==> config.mk <==
export PLATFORM = sky130hd
export DESIGN_NAME = psum_accumulator
export DESIGN_NICKNAME = d
export VERILOG_FILES = /design/src/rtl/conv_acc_pkg.sv /design/src/rtl/psum_add.sv /design/src/rtl/psum_accumulator.sv
export SDC_FILE = /design/constraint.sdc
export NUM_CORES = 1
export LEC_CHECK = 0
export BUFFER_PORTS_ARGS = -buffer_cell sky130_fd_sc_hd__buf_2
export CELL_PAD_IN_SITES_DETAIL_PLACEMENT = 0
export CELL_PAD_IN_SITES_GLOBAL_PLACEMENT = 2
export CORE_MARGIN = 10
export CORE_UTILIZATION = 38
export CTS_CLUSTER_DIAMETER = 60
export CTS_CLUSTER_SIZE = 12
export DETAILED_ROUTE_END_ITERATION = 8
export PLACE_DENSITY = 0.95
export SYNTH_ARGS = -nofsm -noshare
export SYNTH_HDL_FRONTEND = slang
export SYNTH_SLANG_ARGS = --single-unit
==> constraint.sdc <==
create_clock -name clk -period 8.1 [get_ports clk]
set_input_delay 1.62 -clock clk [delete_from_list [all_inputs] [get_ports clk]]
set_output_delay 1.62 -clock clk [all_outputs]
set_load 0.005 [all_outputs]
==> src/rtl/conv_acc_pkg.sv <==
// Shared types and helpers for the partial-sum accumulator.
package conv_acc_pkg;

  typedef enum logic [1:0] {
    StIdle,
    StAccum,
    StDrain
  } acc_state_t;

  localparam int unsigned IN_WIDTH_D  = 32;
  localparam int unsigned ACC_WIDTH_D = 40;
  localparam int unsigned CNT_WIDTH_D = 16;

  // Sign-extend the low from_w bits of val to 64 bits; callers truncate to the
  // accumulator width, so widths up to 64 are supported.
  function automatic logic [63:0] sext_to_acc(input logic [63:0] val,
                                              input int unsigned from_w);
    logic signed [63:0] tmp;
    int unsigned        sh;
    sh  = 64 - from_w;
    tmp = $signed(val << sh);
    return tmp >>> sh;
  endfunction

endpackage

==> src/rtl/psum_add.sv <==
// Combinational signed adder for the accumulator path.
// Build option: define PSUM_ACC_SAT_EN to clamp results instead of wrapping.
module psum_add #(
  parameter int unsigned ACC_WIDTH = 40
) (
  input  logic [ACC_WIDTH-1:0] a_i,
  input  logic [ACC_WIDTH-1:0] b_i,
  output logic [ACC_WIDTH-1:0] sum_o
);

  logic [ACC_WIDTH-1:0] raw_sum;

  assign raw_sum = a_i + b_i;

`ifdef PSUM_ACC_SAT_EN
  localparam logic [ACC_WIDTH-1:0] MaxVal = {1'b0, {(ACC_WIDTH-1){1'b1}}};
  localparam logic [ACC_WIDTH-1:0] MinVal = {1'b1, {(ACC_WIDTH-1){1'b0}}};

  logic ovf;

  // Overflow only when both operands share a sign the result does not.
  assign ovf = (a_i[ACC_WIDTH-1] == b_i[ACC_WIDTH-1]) &&
               (raw_sum[ACC_WIDTH-1] != a_i[ACC_WIDTH-1]);

  // Clamp toward the operands' sign on overflow.
  always_comb begin
    sum_o = raw_sum;
    if (ovf) begin
      sum_o = a_i[ACC_WIDTH-1] ? MinVal : MaxVal;
    end
  end
`else
  // Plain modulo-2^ACC_WIDTH addition.
  always_comb begin
    sum_o = raw_sum;
  end
`endif

endmodule

==> src/rtl/psum_accumulator.sv <==
// Accumulates cfg_len partial sums per output pixel and streams cfg_num_out
// pixels to writeback over valid/ready, then pulses done.
// Build option: PSUM_ACC_SAT_EN selects saturating instead of wrapping adds.
module psum_accumulator
  import conv_acc_pkg::*;
#(
  parameter int unsigned IN_WIDTH  = IN_WIDTH_D,
  parameter int unsigned ACC_WIDTH = ACC_WIDTH_D,
  parameter int unsigned CNT_WIDTH = CNT_WIDTH_D
) (
  input  logic                 clk,
  input  logic                 rst,
  input  logic                 start,
  input  logic [CNT_WIDTH-1:0] cfg_len,
  input  logic [CNT_WIDTH-1:0] cfg_num_out,
  input  logic                 in_valid,
  input  logic [IN_WIDTH-1:0]  in_data,
  output logic                 in_ready,
  output logic                 out_valid,
  output logic [ACC_WIDTH-1:0] out_data,
  input  logic                 out_ready,
  output logic                 busy,
  output logic                 done
);

  acc_state_t           state_q, state_d;
  logic [CNT_WIDTH-1:0] len_q, len_d;
  logic [CNT_WIDTH-1:0] num_q, num_d;
  logic [CNT_WIDTH-1:0] beat_q, beat_d;
  logic [CNT_WIDTH-1:0] pix_q, pix_d;
  logic [ACC_WIDTH-1:0] acc_q, acc_d;
  logic [ACC_WIDTH-1:0] out_data_q, out_data_d;
  logic                 out_valid_q, out_valid_d;
  logic                 done_q, done_d;

  logic [ACC_WIDTH-1:0] in_sext;
  logic [ACC_WIDTH-1:0] add_a;
  logic [ACC_WIDTH-1:0] add_sum;
  logic                 beat_fire;
  logic                 last_beat;
  logic                 last_pix;
  logic                 out_fire;

  assign in_sext   = ACC_WIDTH'(sext_to_acc(64'(in_data), IN_WIDTH));
  // First beat of a pixel starts from zero so the sum equals the input.
  assign add_a     = (beat_q == '0) ? '0 : acc_q;
  assign in_ready  = (state_q == StAccum) && !(out_valid_q && !out_ready);
  assign beat_fire = in_valid && in_ready;
  assign last_beat = (beat_q == len_q - 1'b1);
  assign last_pix  = (pix_q == num_q - 1'b1);
  assign out_fire  = out_valid_q && out_ready;

  psum_add #(
    .ACC_WIDTH (ACC_WIDTH)
  ) u_psum_add (
    .a_i   (add_a),
    .b_i   (in_sext),
    .sum_o (add_sum)
  );

  // Next-state logic for the job FSM, counters and output holding register.
  always_comb begin
    state_d     = state_q;
    len_d       = len_q;
    num_d       = num_q;
    beat_d      = beat_q;
    pix_d       = pix_q;
    acc_d       = acc_q;
    out_data_d  = out_data_q;
    out_valid_d = out_valid_q;
    done_d      = 1'b0;

    if (out_fire) begin
      out_valid_d = 1'b0;
    end

    unique case (state_q)
      StIdle: begin
        if (start) begin
          len_d   = (cfg_len == '0) ? CNT_WIDTH'(1) : cfg_len;
          num_d   = (cfg_num_out == '0) ? CNT_WIDTH'(1) : cfg_num_out;
          beat_d  = '0;
          pix_d   = '0;
          acc_d   = '0;
          state_d = StAccum;
        end
      end
      StAccum: begin
        if (beat_fire) begin
          if (last_beat) begin
            // A new result may load in the same cycle the old one drains.
            out_data_d  = add_sum;
            out_valid_d = 1'b1;
            beat_d      = '0;
            pix_d       = pix_q + 1'b1;
            if (last_pix) begin
              state_d = StDrain;
            end
          end else begin
            acc_d  = add_sum;
            beat_d = beat_q + 1'b1;
          end
        end
      end
      StDrain: begin
        if (out_fire) begin
          done_d  = 1'b1;
          state_d = StIdle;
        end
      end
      default: begin
        state_d = StIdle;
      end
    endcase
  end

  // State registers with synchronous active-low reset.
  always_ff @(posedge clk) begin
    if (!rst) begin
      state_q     <= StIdle;
      len_q       <= '0;
      num_q       <= '0;
      beat_q      <= '0;
      pix_q       <= '0;
      acc_q       <= '0;
      out_data_q  <= '0;
      out_valid_q <= 1'b0;
      done_q      <= 1'b0;
    end else begin
      state_q     <= state_d;
      len_q       <= len_d;
      num_q       <= num_d;
      beat_q      <= beat_d;
      pix_q       <= pix_d;
      acc_q       <= acc_d;
      out_data_q  <= out_data_d;
      out_valid_q <= out_valid_d;
      done_q      <= done_d;
    end
  end

  assign out_valid = out_valid_q;
  assign out_data  = out_data_q;
  assign done      = done_q;
  assign busy      = (state_q != StIdle);

endmodule

## Word level (Yosys, flattened, before mapping)

Cells that the tools add are included.

- $add $sub $neg: 5
- Eq/ne operators: 10
- Mux-type cells: 25
- Reduce and logical (&&, ||, !) cells: 19

Operators with widths:

| operator | count |
|---|---|
| 40-bit two-way mux | 4 |
| 16-bit two-way mux | 7 |
| 40-bit one-hot mux with 2 select lines | 1 |
| 16-bit one-hot mux with 2 select lines | 2 |
| 16-bit zero test | 3 |
| 40-bit adder | 1 |
| 16-bit by 1-bit adder with 16-bit output, second input constant | 2 |
| 16-bit == test | 2 |
| 16-bit by 1-bit subtractor with 16-bit output, second input constant | 2 |
| 2-bit != test, second input constant | 6 |
| 2-bit two-way mux | 5 |
| 4-bit AND reduction | 2 |
| 2-bit one-hot mux with 3 select lines | 1 |
| 3-bit AND reduction | 2 |
| 1-bit two-way mux | 5 |
| 5-bit AND reduction | 1 |
| 1-bit logical AND | 4 |
| 2-bit AND reduction | 2 |
| 2-bit nonzero test | 2 |
| 2-bit by 1-bit == test with 1-bit output, second input constant | 1 |
| 2-bit == test, second input constant | 1 |
| 1-bit zero test | 2 |
| 2-bit zero test | 1 |

- Bits in registers: 148
- Bits of input ports: 69
- Output and inout bits: 44

## Logic depth before layout (Yosys ltp)

Gate-level depths: netlist of run 1.

- Depth after elaboration: 7
- Depth in mapped cells: 19

## By module

From an unflattened synthesis of run 1, not the netlist that was laid out.

- Cells, all modules: 1,203
- Area total of the unflattened synthesis: 9,399.0 µm²

Modules (own cells, without submodules):

| module | times used | cells an instance | area an instance (µm²) |
|---|---|---|---|
| psum_accumulator | 1 | 893 | 7,277.0 |
| psum_add | 1 | 310 | 2,122.0 |

## Worst setup path before layout of run 1

OpenSTA, ideal clock, no wires.

- Path kind: input to register
- Start point: in in_data[0]
- End point: reg acc_q[32]
- Setup time: 0.123 ns
- Data arrival time: 4.036 ns
- Setup slack: 3.941 ns
- Cell stages on the path: 12
- Buffers on the path: 0
- Cells stage by stage: ha_1 fa_1 a211oi_1 o21ai_0 o2111ai_1 a21oi_1 a221oi_1 o21a_1 nor2_1 a21oi_1 xor2_1 o21ai_0

- Cells in the longest elaborated chain, start to end: 4

RTL lines:

| item | RTL line | text |
|---|---|---|
| start, declared | psum_accumulator.sv:17 | `input logic [IN_WIDTH-1:0] in_data,` |
| 40-bit adder | psum_add.sv:13 | `assign raw_sum = a_i + b_i;` |
| 40-bit two-way mux | psum_accumulator.sv:90 | `if (last_beat) begin` |
| 40-bit two-way mux | psum_accumulator.sv:89 | `if (beat_fire) begin` |
| 40-bit one-hot mux with 2 select lines | psum_accumulator.sv:77 | `unique case (state_q)` |
| end signal, assigned | psum_accumulator.sv:125 | `acc_q <= '0;` |
| end signal, assigned | psum_accumulator.sv:135 | `acc_q <= acc_d;` |
| end, declared | psum_accumulator.sv:31 | `logic [ACC_WIDTH-1:0] acc_q, acc_d;` |

Every way passes these cells. The select of a mux whose other input is x is not followed.
A chain may end at the register's enable or synchronous reset.

## Worst setup path in the final report of run 1

- Start point: reg beat_q[0]
- End point: reg out_data_q[32], in the netlist out_data[32]

- Cells in the longest elaborated chain, start to end: 3
- Elaborated cells between the ends (all ways): 5
- Those cells by class: add/sub: 1; eq/ne: 1; mux: 1; reduce/logical: 2

RTL lines:

| item | RTL line | text |
|---|---|---|
| start, declared | psum_accumulator.sv:29 | `logic [CNT_WIDTH-1:0] beat_q, beat_d;` |
| start signal, assigned | psum_accumulator.sv:133 | `beat_q <= beat_d;` |
| 16-bit zero test | psum_accumulator.sv:46 | `assign add_a = (beat_q == '0) ? '0 : acc_q;` |
| 40-bit two-way mux | psum_accumulator.sv:46 |  |
| 40-bit adder | psum_add.sv:13 |  |
| end signal, assigned | psum_accumulator.sv:136 | `out_data_q <= out_data_d;` |
| end, declared | psum_accumulator.sv:32 | `logic [ACC_WIDTH-1:0] out_data_q, out_data_d;` |

Several ways; a longest one is shown, not always the timed one.

==> impl_metrics.py, run 1 <==
metrics = {
    "place": {
        "place_area_sq_um": 9803,
        "port_buffers": 112,
        "post-dp-hpwl_mm": 18.34,
        "pre_cts_ws_ns": 3.368,
        "dp.cells": 1492,
        "place_congestion": 0.8415,
    },
    "clock_network": {
        "cts_setup_buffers": 0,
        "ctsResizeCount": 0,
        "cts_buffers": 17,
        "cts-root-buf": "clkbuf_16",
        "clk_latency_ns": 0.43,
        "hold_buffers": 0,
        "clk_pin_slew_ns": 0.07,
        "cts_tree": "done",
        "cts_buffer_depth": 2,
        "clock-sinks": 148,
        "htreeDepth": 4,
    },
    "floorplanning": {
        "core_sq_um": 23540,
        "fp.dieH_um": 175.0,
        "ios": 113,
        "dieArea_sq_um": 30610,
        "fp.dieW_um": 175.0,
        "initial_utilization": 0.3875,
        "rows": 56,
    },
    "synth": {
        "synth_area_leader_cell": "dfxtp_1",
        "syn_avg_cell_area_sq_um": 8.117,
        "synth-compound-area-share": 0.2132,
        "ys_seq_area_frac": 0.3247,
        "async_reset_ff_frac": 0,
        "synthXorXnorAreaFrac": 0.09696,
        "synthFlopType": "dfxtp_1",
        "syn_inst": 1124,
        "syn_nets": 1238,
        "synth_top_family_by_area": "simple AND/OR/NAND/NOR gates",
        "ys_ff_latch": 148,
        "synth_fa_ha_area_frac": 0.06253,
        "synth_edf_count": 0,
        "synth.most_common_cell": "dfxtp_1",
        "yosys_warnings": 0,
        "synthTopCellsByArea": "dfxtp_1, ha_1, nand2_1",
        "synthTopCellsByCount": "dfxtp_1, nand2_1, nor2_1, xor2_1, xnor2_1",
        "synthSimpleGateAreaFrac": 0.2532,
        "synth_mux_area_frac": 0.006720,
        "netlist-cell-type-count": 68,
        "synth_top_area_share": 0.3247,
        "netlist_area_sq_um": 9124,
    },
    "routing": {
        "num_vias": 8067,
        "drc": 0,
        "wire_per_inst_um": 16.25,
        "drt-total-wl_mm": 24.77,
        "highest_layer": "met4",
        "wl_met3_mm": 1.032,
        "drt_iter0_drc": 473,
        "ant_nets": 0,
        "routed_via_density": 5.293,
        "wl_met1_mm": 11.77,
        "detailedRoute.firstPassIterationCount": 6,
        "wl_met2_mm": 11.77,
    },
    "final_layout": {
        "fin_util": 0.4423,
        "nets": 1306,
        "area_growth_pct": 14.14,
        "antennaDiodeCount": 0,
        "fin_area_sq_um": 10410,
        "drive_above_1_share": 0.1336,
        "fillers": 2423,
        "final_cells": 1524,
    },
    "hold_path": {
        "worstHoldEndpoint": "out_data[6]",
        "holdPathStages": 2,
        "min-delay-start": "out_data[6]",
        "hold_class": "register to register",
    },
    "global_route": {
        "grt_pass1_vias": 7933,
        "grt_pass1_wl_mm": 40.84,
        "grt_start_max_net_pins": 103,
        "grt_overflow": 0,
        "grt_usage": 0.1601,
        "antenna_found_initial": 0,
    },
    "timing": {
        "finalHoldViolCount": 0,
        "worst_slack_ns": 3.578,
        "worst_pin_slew_ns": 0.9397,
        "rsz0062_at_grt": "false",
        "max_freq_mhz": 221.2,
        "fin_crit_ns": 4.522,
        "post-route-period-util": 0.5582,
        "fin_setup_tns_ns": 0,
        "whs_ns": 0.4483,
        "slew_violations": 0,
        "finClkSkew_ns": 0.01513,
        "setup_viol": 0,
        "maxSlewHeadroom": 0.3735,
    },
    "status": {
        "status": "finished clean",
    },
    "setup_path": {
        "cp.required_ns": 8.40,
        "critPathLaunchType": "register",
        "reg2reg_depth": 18,
        "cp-end-kind": "register",
        "r2r_setup_slack_ns": 3.58,
        "cp_max_fo": 40,
        "worstSetupPathType": "register to register",
        "crit_arrival_ns": 4.82,
        "r2r_end": "out_data[32]",
        "r2r_start": "beat_q[0]",
    },
    "power_and_ir_drop": {
        "power.density_nw_per_um2": 179.3,
        "leakagePower_nw": 4.274,
        "ir_worst_vdd_uv": 113.2,
        "finalPower_mw": 1.867,
    },
    "run": {
        "drv_cap": 0,
    },
}
## where the power goes
| group | internal [mW] | switching, mW |
|---|---|---|
| Clock | 0.502 | 0.323 |
| Sequential | 0.749 | 0.0246 |
| Combinational | 0.107 | 0.162 |
## cell type report
cell class	count	area [sq um]	area share
Inverter	19	71.32	0.006849
Tap cell	319	399.1	0.03833
Clock buffer	21	460.4	0.04422
Sequential cell	148	2963	0.2845
Clock inverter	11	150.1	0.01442
Timing Repair Buffer	116	590.6	0.05671
Multi-Input combinational cell	890	5779	0.5550
## cell usage in the layout, fill, tap and decap left out, types with 5 or more instances in the layout
cell type / count
ha_1: 44
dfxtp_1: 148
nor3_1: 15
a21boi_0: 19
inv_1: 19
a22o_1: 22
a21oi_1: 49
xor2_1: 51
xnor2_1: 50
nor2b_1: 38
and3_1: 13
mux2i_1: 5
o21a_1: 12
nand4_1: 25
or3_1: 5
o211ai_1: 8
nand2b_1: 10
a31oi_1: 11
o21bai_1: 7
nand3_1: 38
buf_2: 112
a22oi_1: 29
a21o_1: 19
a211oi_1: 6
clkinvlp_4: 5
clkbuf_16: 17
and2_1: 47
nor4_1: 21
o21ai_0: 44
a21boi_1: 27
nor2_1: 74
nand2_1: 142
## cell families after synthesis
group / after synthesis
flops: 148
xor+xnor: 101
mux: 6
fa+ha+maj: 45
compound gates: 283
buf+inv: 86
simple gates: 455
## worst max-delay path, cell delays in order (launching register included)
cell and delay (ns):
dfxtp_1 0.37, inv_1 0.10, ha_1 0.16, nor4b_1 0.25, nand4_1 0.16, buf_4 0.28, and2_1 0.22, ha_1 0.20
fa_1 0.43, a211oi_1 0.23, o21ai_0 0.26, o2111ai_1 0.31, a21oi_1 0.18, a221oi_1 0.47, o21a_1 0.23, nor2_1 0.09
a21oi_1 0.17, xor2_1 0.19, o21ai_0 0.09
## routing by layer
layer / GRT usage / vias to the layer above
met1: 0.2030 / 3748
met5: 0 / -
li1: - / 4132
met2: 0.2720 / 175
met4: 0.03568 / 0
met3: 0.03449 / 12
## sequential cells by signal (all words and copies together) (netlist names)
signal / count
acc_q: 40
beat_q: 16
done: 1
len_q: 16
num_q: 16
out_data: 40
out_valid: 1
pix_q: 16
state_q: 2
## how the worst max path moves through the flow
| stage | from | endpoint | slack, ns | cells past startpoint |
|---|---|---|---|---|
| after floorplan | in_data[0] | acc_q[32] | 3.94 | 12 |
| after global placement | in_data[0] | acc_q[32] | 3.43 | 13 |
| after detailed placement | in_data[0] | out_data[32] | 3.37 | 13 |
| after CTS | beat_q[0] | out_data[32] | 3.51 | 18 |
| after global routing | beat_q[0] | out_data[36] | 3.13 | 18 |
| final | beat_q[0] | out_data[32] | 3.58 | 18 |
Power figures use the tool's default switching activity.
==> run 2, diff against run 1 <==
CORE_UTILIZATION = 32   (was 38)
PLACE_DENSITY = 0.87   (was 0.95)
clock period = 3.9 ns   (was 8.1 ns; I/O delays follow)
==> run 2 against run 1 <==
Fmax is 22% higher. Cell count is 8.3% higher. Critical path depth is 1 higher. Count of clock-buffer cells in the layout is 4 lower. Sequential power is 110% higher. Sequential cell count stayed put. First-iteration DRC count is 5.1% lower. Die area is 17% higher. Clock skew is 0.0024 ns lower. Setup slack worse by 3.4 ns. Clock power is 89% higher. Critical endpoint is now acc_q[39].
==> impl_metrics.py, run 2 (synthesis gave the netlist of run 1 again) <==
metrics = {
    "place": {
        "place_area_sq_um": 10380,
        "port_buffers": 112,
        "dp.cells": 1615,
        "place_congestion": 0.8792,
        "post-dp-hpwl_mm": 20.54,
    },
    "global_route": {
        "grt_pass1_vias": 8045,
        "antenna_found_initial": 0,
        "grt_usage": 0.1471,
        "grt_overflow": 0,
        "grt_start_max_net_pins": 56,
        "grt_pass1_wl_mm": 43.18,
    },
    "status": {
        "status": "finished clean",
    },
    "floorplanning": {
        "dieArea_sq_um": 35670,
        "core_sq_um": 27930,
        "rows": 61,
        "fp.dieW_um": 188.9,
        "ios": 113,
        "initial_utilization": 0.3266,
        "fp.dieH_um": 188.9,
    },
    "setup_path": {
        "critPathSlowestCell": "dfxtp_2",
        "slowest_delay_ns": 0.33,
        "cp.required_ns": 4.23,
        "cp.buffers_inverters": 4,
        "cp_max_fo": 11,
        "path_cells": "inv_2 -> ha_1 -> nor4b_4 -> nand4_1 -> buf_6 -> buf_6 -> and2_1 -> ha_4 -> buf_4 -> nand2_1 -> o21ai_0 -> a211oi_2 -> nand3_1 -> o31a_1 -> a21bo_2 -> o31a_1 -> o21ai_0 -> xnor2_1 -> a22o_1",
        "worstSetupPathType": "register to register",
        "crit_family": "compound AO/OA/AOI/OAI gates",
        "crit_arrival_ns": 4.04,
        "cp-end-kind": "register",
        "critPathLaunchType": "register",
    },
    "power_and_ir_drop": {
        "leakagePower_nw": 4.611,
        "power.density_nw_per_um2": 339.9,
        "ir_worst_vdd_uv": 277.2,
    },
    "timing": {
        "max_freq_mhz": 269.3,
        "post-route-period-util": 0.9521,
        "finalHoldViolCount": 0,
        "fin_crit_ns": 3.713,
        "worst_pin_slew_ns": 0.8370,
        "slew_violations": 0,
        "maxSlewHeadroom": 0.4414,
        "setup_viol": 0,
        "finClkSkew_ns": 0.01271,
    },
    "routing": {
        "routed_via_density": 5.052,
        "detailedRoute.firstPassIterationCount": 4,
        "drt_iter0_drc": 449,
        "drc": 0,
        "num_vias": 8336,
        "ant_nets": 0,
        "wire_per_inst_um": 16.25,
        "drt-total-wl_mm": 26.81,
    },
    "final_layout": {
        "final_cells": 1650,
        "area_growth_pct": 22.17,
        "fin_util": 0.3990,
        "nets": 1373,
        "drive_above_1_share": 0.2060,
        "fin_area_sq_um": 11150,
        "final_cell_mix": "dfxtp_1, nand2_1, buf_2",
        "final_common_cell": "dfxtp_1",
        "fillers": 2920,
        "antennaDiodeCount": 0,
    },
    "clock_network": {
        "clock-sinks": 148,
        "cts_tree": "done",
        "cts_buffer_depth": 2,
        "hold_buffers": 0,
        "cts-root-buf": "clkbuf_16",
        "clk_pin_slew_ns": 0.07,
        "clk_latency_ns": 0.43,
        "htreeDepth": 4,
        "cts_buffers": 17,
    },
    "hold_path": {
        "hold_class": "register to register",
    },
    "run": {
        "drv_cap": 0,
    },
}
run 2: cell types whose count changed in the layout (fill, tap and decap cells not counted), moves of 4 or more:
cell / change
buf_4: +63
a21oi_1: -6
a21oi_2: +6
ha_1: -5
ha_4: +4
o21ai_0: -4
run 2: worst paths after layout:
| check | start | end | slack (ns) | depth (start not counted) |
|---|---|---|---|---|
| worst max register to register | beat_q[1] | acc_q[39] | 0.19 | 19 |
| worst min-delay path | acc_q[36] | acc_q[36] | 0.45 | 2 |
| worst min register to register | acc_q[36] | acc_q[36] | 0.45 | 2 |
| worst max-delay path | beat_q[1] | acc_q[39] | 0.19 | 19 |
run 2: layout make-up:
class | instances | area [sq um] | share of cell area
inverters | 19 | 71.32 | 0.006398
flip-flops and latches | 148 | 2964 | 0.2659
multi-input cells | 890 | 5962 | 0.5349
repair buffers | 183 | 1126 | 0.1010
clock buffers | 17 | 425.4 | 0.03816
well taps | 378 | 473.0 | 0.04243
clock inverters | 15 | 125.1 | 0.01122
run 2: report_power, final:
group,switching [mW],internal (mW),total [mW]
sequential,0.0519,1.56,1.61
combinational,0.356,0.262,0.619
clock,0.733,0.830,1.56
run 2: per-stage QoR:
step / setup WS, ns / TNS [ns] / hold WS (ns) / power [mW]
after detailed placement: -0.07288 / -0.3315 / 0.4362 / 2.248
after global routing: -0.01322 / -0.01750 / 0.4672 / 3.977
after global placement: -0.01213 / -0.04147 / 0.4266 / 2.240
after floorplan: 0.001937 / 0 / 0.4159 / 2.045
after CTS: 0.01033 / 0 / 0.4522 / 3.819
final: 0.1870 / 0 / 0.4487 / 3.789
run 2: routing by layer:
layer,vias up,track usage,part of all wire
li1,4262,-,-
met1,3886,0.1914,0.48
met2,159,0.2415,0.47
met3,29,0.03216,0.042
met4,0,0.03632,0.013
met5,-,0,0
run 2: worst min-delay path: stages, from the launching register on:
cell     delay, ns
dfxtp_1       0.32
nand2_1       0.04
o21ai_0       0.05
run 2: timing repair:
action	in CTS	in global routing
setup buffers	0	3
setup endpoints to repair	6	39
pin swaps	0	15
gates resized for setup	7	33
==> run 3, diff against run 2 <==
GPL_TIMING_DRIVEN = 0   (was unset)
==> run 3 against run 2 <==
The run now ends with setup timing left. Sequential cell count did not move. Register-to-register slack worse by 0.20 ns. Count of clock-buffer cells in the layout grew 1. Clock skew is 0.0013 ns higher. Non-clock buffer count rose by 22. Cell count rose by 1.3%. Utilization up 2.2 points. Final area up 5.6%. Power is 6.9% higher. Highest routed layer unchanged.
==> impl_metrics.py, run 3 (synthesis gave the netlist of run 1 again) <==
metrics = {
    "status": {
        "status": "finished, violations left",
        "violations": "setup timing",
    },
    "setup_path": {
        "cp_max_fo": 7,
        "critPathSlowestCell": "or3b_4",
        "slowest_delay_ns": 0.40,
        "critPathLaunchType": "register",
        "reg2reg_depth": 19,
        "cp.required_ns": 4.22,
        "r2r_start": "beat_q[0]",
        "worstSetupPathType": "register to register",
        "path_cells": "inv_4 -> ha_4 -> nor4b_4 -> nand4_1 -> buf_6 -> clkbuf_16 -> clkbuf_16 -> and2_4 -> ha_4 -> nand2_2 -> or3_4 -> or3b_4 -> a211oi_4 -> nor3_4 -> o21ai_2 -> a41oi_2 -> xor2_1 -> a2bb2oi_1 -> nor2b_1",
        "crit_arrival_ns": 4.23,
        "cp-end-kind": "register",
        "r2r_setup_slack_ns": -0.01,
        "r2r_end": "acc_q[38]",
    },
    "global_route": {
        "grt_usage": 0.1567,
        "grt_start_max_net_pins": 17,
        "grt_pass1_vias": 8473,
        "grt_pass1_wl_mm": 45.35,
        "grt_overflow": 0,
        "antenna_found_initial": 0,
    },
    "clock_network": {
        "cts-root-buf": "clkbuf_16",
        "clk_pin_slew_ns": 0.06,
        "clock-sinks": 148,
        "htreeDepth": 4,
        "cts_buffers": 17,
        "cts_buffer_depth": 2,
        "cts_tree": "done",
        "clk_latency_ns": 0.43,
    },
    "final_layout": {
        "fin_util": 0.4213,
        "final_common_cell": "dfxtp_1",
        "multi_input_area_sq_um": 6445,
        "area_growth_pct": 29.00,
        "drive_above_1_share": 0.2374,
        "final_cell_mix": "dfxtp_1, nand2_1, buf_2",
        "fillers": 2844,
        "nets": 1395,
        "regArea_sq_um": 2972,
        "antennaDiodeCount": 0,
        "final_cells": 1671,
    },
    "routing": {
        "wire_per_inst_um": 17.35,
        "routed_via_density": 5.192,
        "drc": 0,
        "drt_iter0_drc": 490,
        "drt-total-wl_mm": 29.00,
        "num_vias": 8675,
        "ant_nets": 0,
        "detailedRoute.firstPassIterationCount": 6,
    },
    "timing": {
        "slew_violations": 0,
        "whs_ns": 0.4442,
        "fin_setup_tns_ns": -0.01004,
        "worst_slack_ns": -0.01004,
        "setup_viol": 1,
        "rsz0062_at_grt": "true",
        "post-route-period-util": 1.003,
        "max_freq_mhz": 255.8,
        "finClkSkew_ns": 0.01399,
        "worst_pin_slew_ns": 0.7998,
        "fin_crit_ns": 3.910,
        "finalHoldViolCount": 0,
        "maxSlewHeadroom": 0.4627,
    },
    "floorplanning": {
        "dieArea_sq_um": 35670,
        "rows": 61,
        "initial_utilization": 0.3266,
        "fp.dieH_um": 188.9,
        "ios": 113,
        "core_sq_um": 27930,
        "fp.dieW_um": 188.9,
    },
    "run": {
        "drv_cap": 0,
    },
    "place": {
        "place_congestion": 0.8953,
        "port_buffers": 112,
        "post-dp-hpwl_mm": 21.45,
        "dp.cells": 1614,
    },
    "power_and_ir_drop": {
        "leakagePower_nw": 4.715,
        "power.density_nw_per_um2": 344.1,
        "ir_worst_vdd_uv": 285.5,
        "finalPower_mw": 4.050,
    },
    "hold_path": {
        "hold_class": "register to register",
        "min-delay-start": "acc_q[32]",
        "holdPathStages": 2,
        "worstHoldEndpoint": "acc_q[32]",
    },
}
run 3: cell types whose count changed in the layout (fill, tap and decap cells not counted), moves of 5 or more:
cell	before	now
a21oi_4	0	5
and2_1	47	39
o21ai_1	2	7
a21oi_1	43	37
and2_4	0	8
buf_2	112	118
buf_6	2	10
buf_4	67	39
ha_4	4	21
ha_1	39	17
o21ai_0	40	31
ha_2	1	6
clkbuf_1	0	34
run 3: where the power goes:
| group | leakage [nW] | total (mW) | internal [mW] | switching [mW] |
|---|---|---|---|---|
| clock network | 0.296 | 1.75 | 1.07 | 0.687 |
| registers | 1.20 | 1.60 | 1.56 | 0.0404 |
| logic | 3.22 | 0.700 | 0.292 | 0.408 |
| total | 4.72 | 4.05 | 2.92 | 1.14 |
run 3: area by class of cell:
cell class                      count  share of cell area
Tap cell                          378             0.04018
Buffer                             54             0.02796
Multi-Input combinational cell    890              0.5476
Clock buffer                       18             0.03646
Clock inverter                     13             0.01541
Timing Repair Buffer              151             0.07346
Sequential cell                   148              0.2525
Inverter                           19            0.006485
run 3: routing by layer:
| layer | up-vias | global-route usage | part of all wire | wire [um] |
|---|---|---|---|---|
| li1 | 4309 | - | - | - |
| met3 | 31 | 0.03528 | 0.042 | 1228 |
| met1 | 4127 | 0.2051 | 0.48 | 13910 |
| met5 | - | 0 | 0 | 0 |
| met4 | 0 | 0.04151 | 0.017 | 494 |
| met2 | 208 | 0.2537 | 0.46 | 13370 |
run 3: worst max-delay path, delay by kind of cell, from the launching register on:
kind | cells | cell delay (ns)
fa+ha+maj | 2 | 0.39
flops | 1 | 0.35
xor+xnor | 1 | 0.24
compound gates | 4 | 0.80
simple gates | 8 | 1.49
buf+inv | 4 | 0.52
run 3: repair_timing:
| item | CTS | global route |
|---|---|---|
| gates resized for setup | 84 | 77 |
| setup endpoints to repair | 61 | 35 |
| cloned | 1 | 0 |
| hold buffers | 0 | 0 |
| hold endpoints to repair | 0 | 0 |
| buffers inserted | 34 | 6 |
| pin swaps | 26 | 39 |
run 3: worst max path at each step:
stage,start,cells after the start,slack [ns],to
after global routing,beat_q[0],18,-0.13,out_data[27]
after floorplan,beat_q[0],19,0.002,acc_q[38]
after CTS,beat_q[1],19,-0.06,acc_q[38]
final,beat_q[0],19,-0.01,acc_q[38]
after global placement,beat_q[0],19,-1.66,acc_q[38]
after detailed placement,beat_q[0],19,-1.62,acc_q[38]
run 3: metrics by stage:
stage | setup WS, ns | cell area [sq um]
2_1_floorplan | 0.001937 | 9124
3_3_place_gp | -1.655 | 10160
3_5_place_dp | -1.625 | 10160
4_1_cts | -0.06327 | 11380
5_1_grt | -0.1316 | 11770
6_report | -0.01004 | 11770
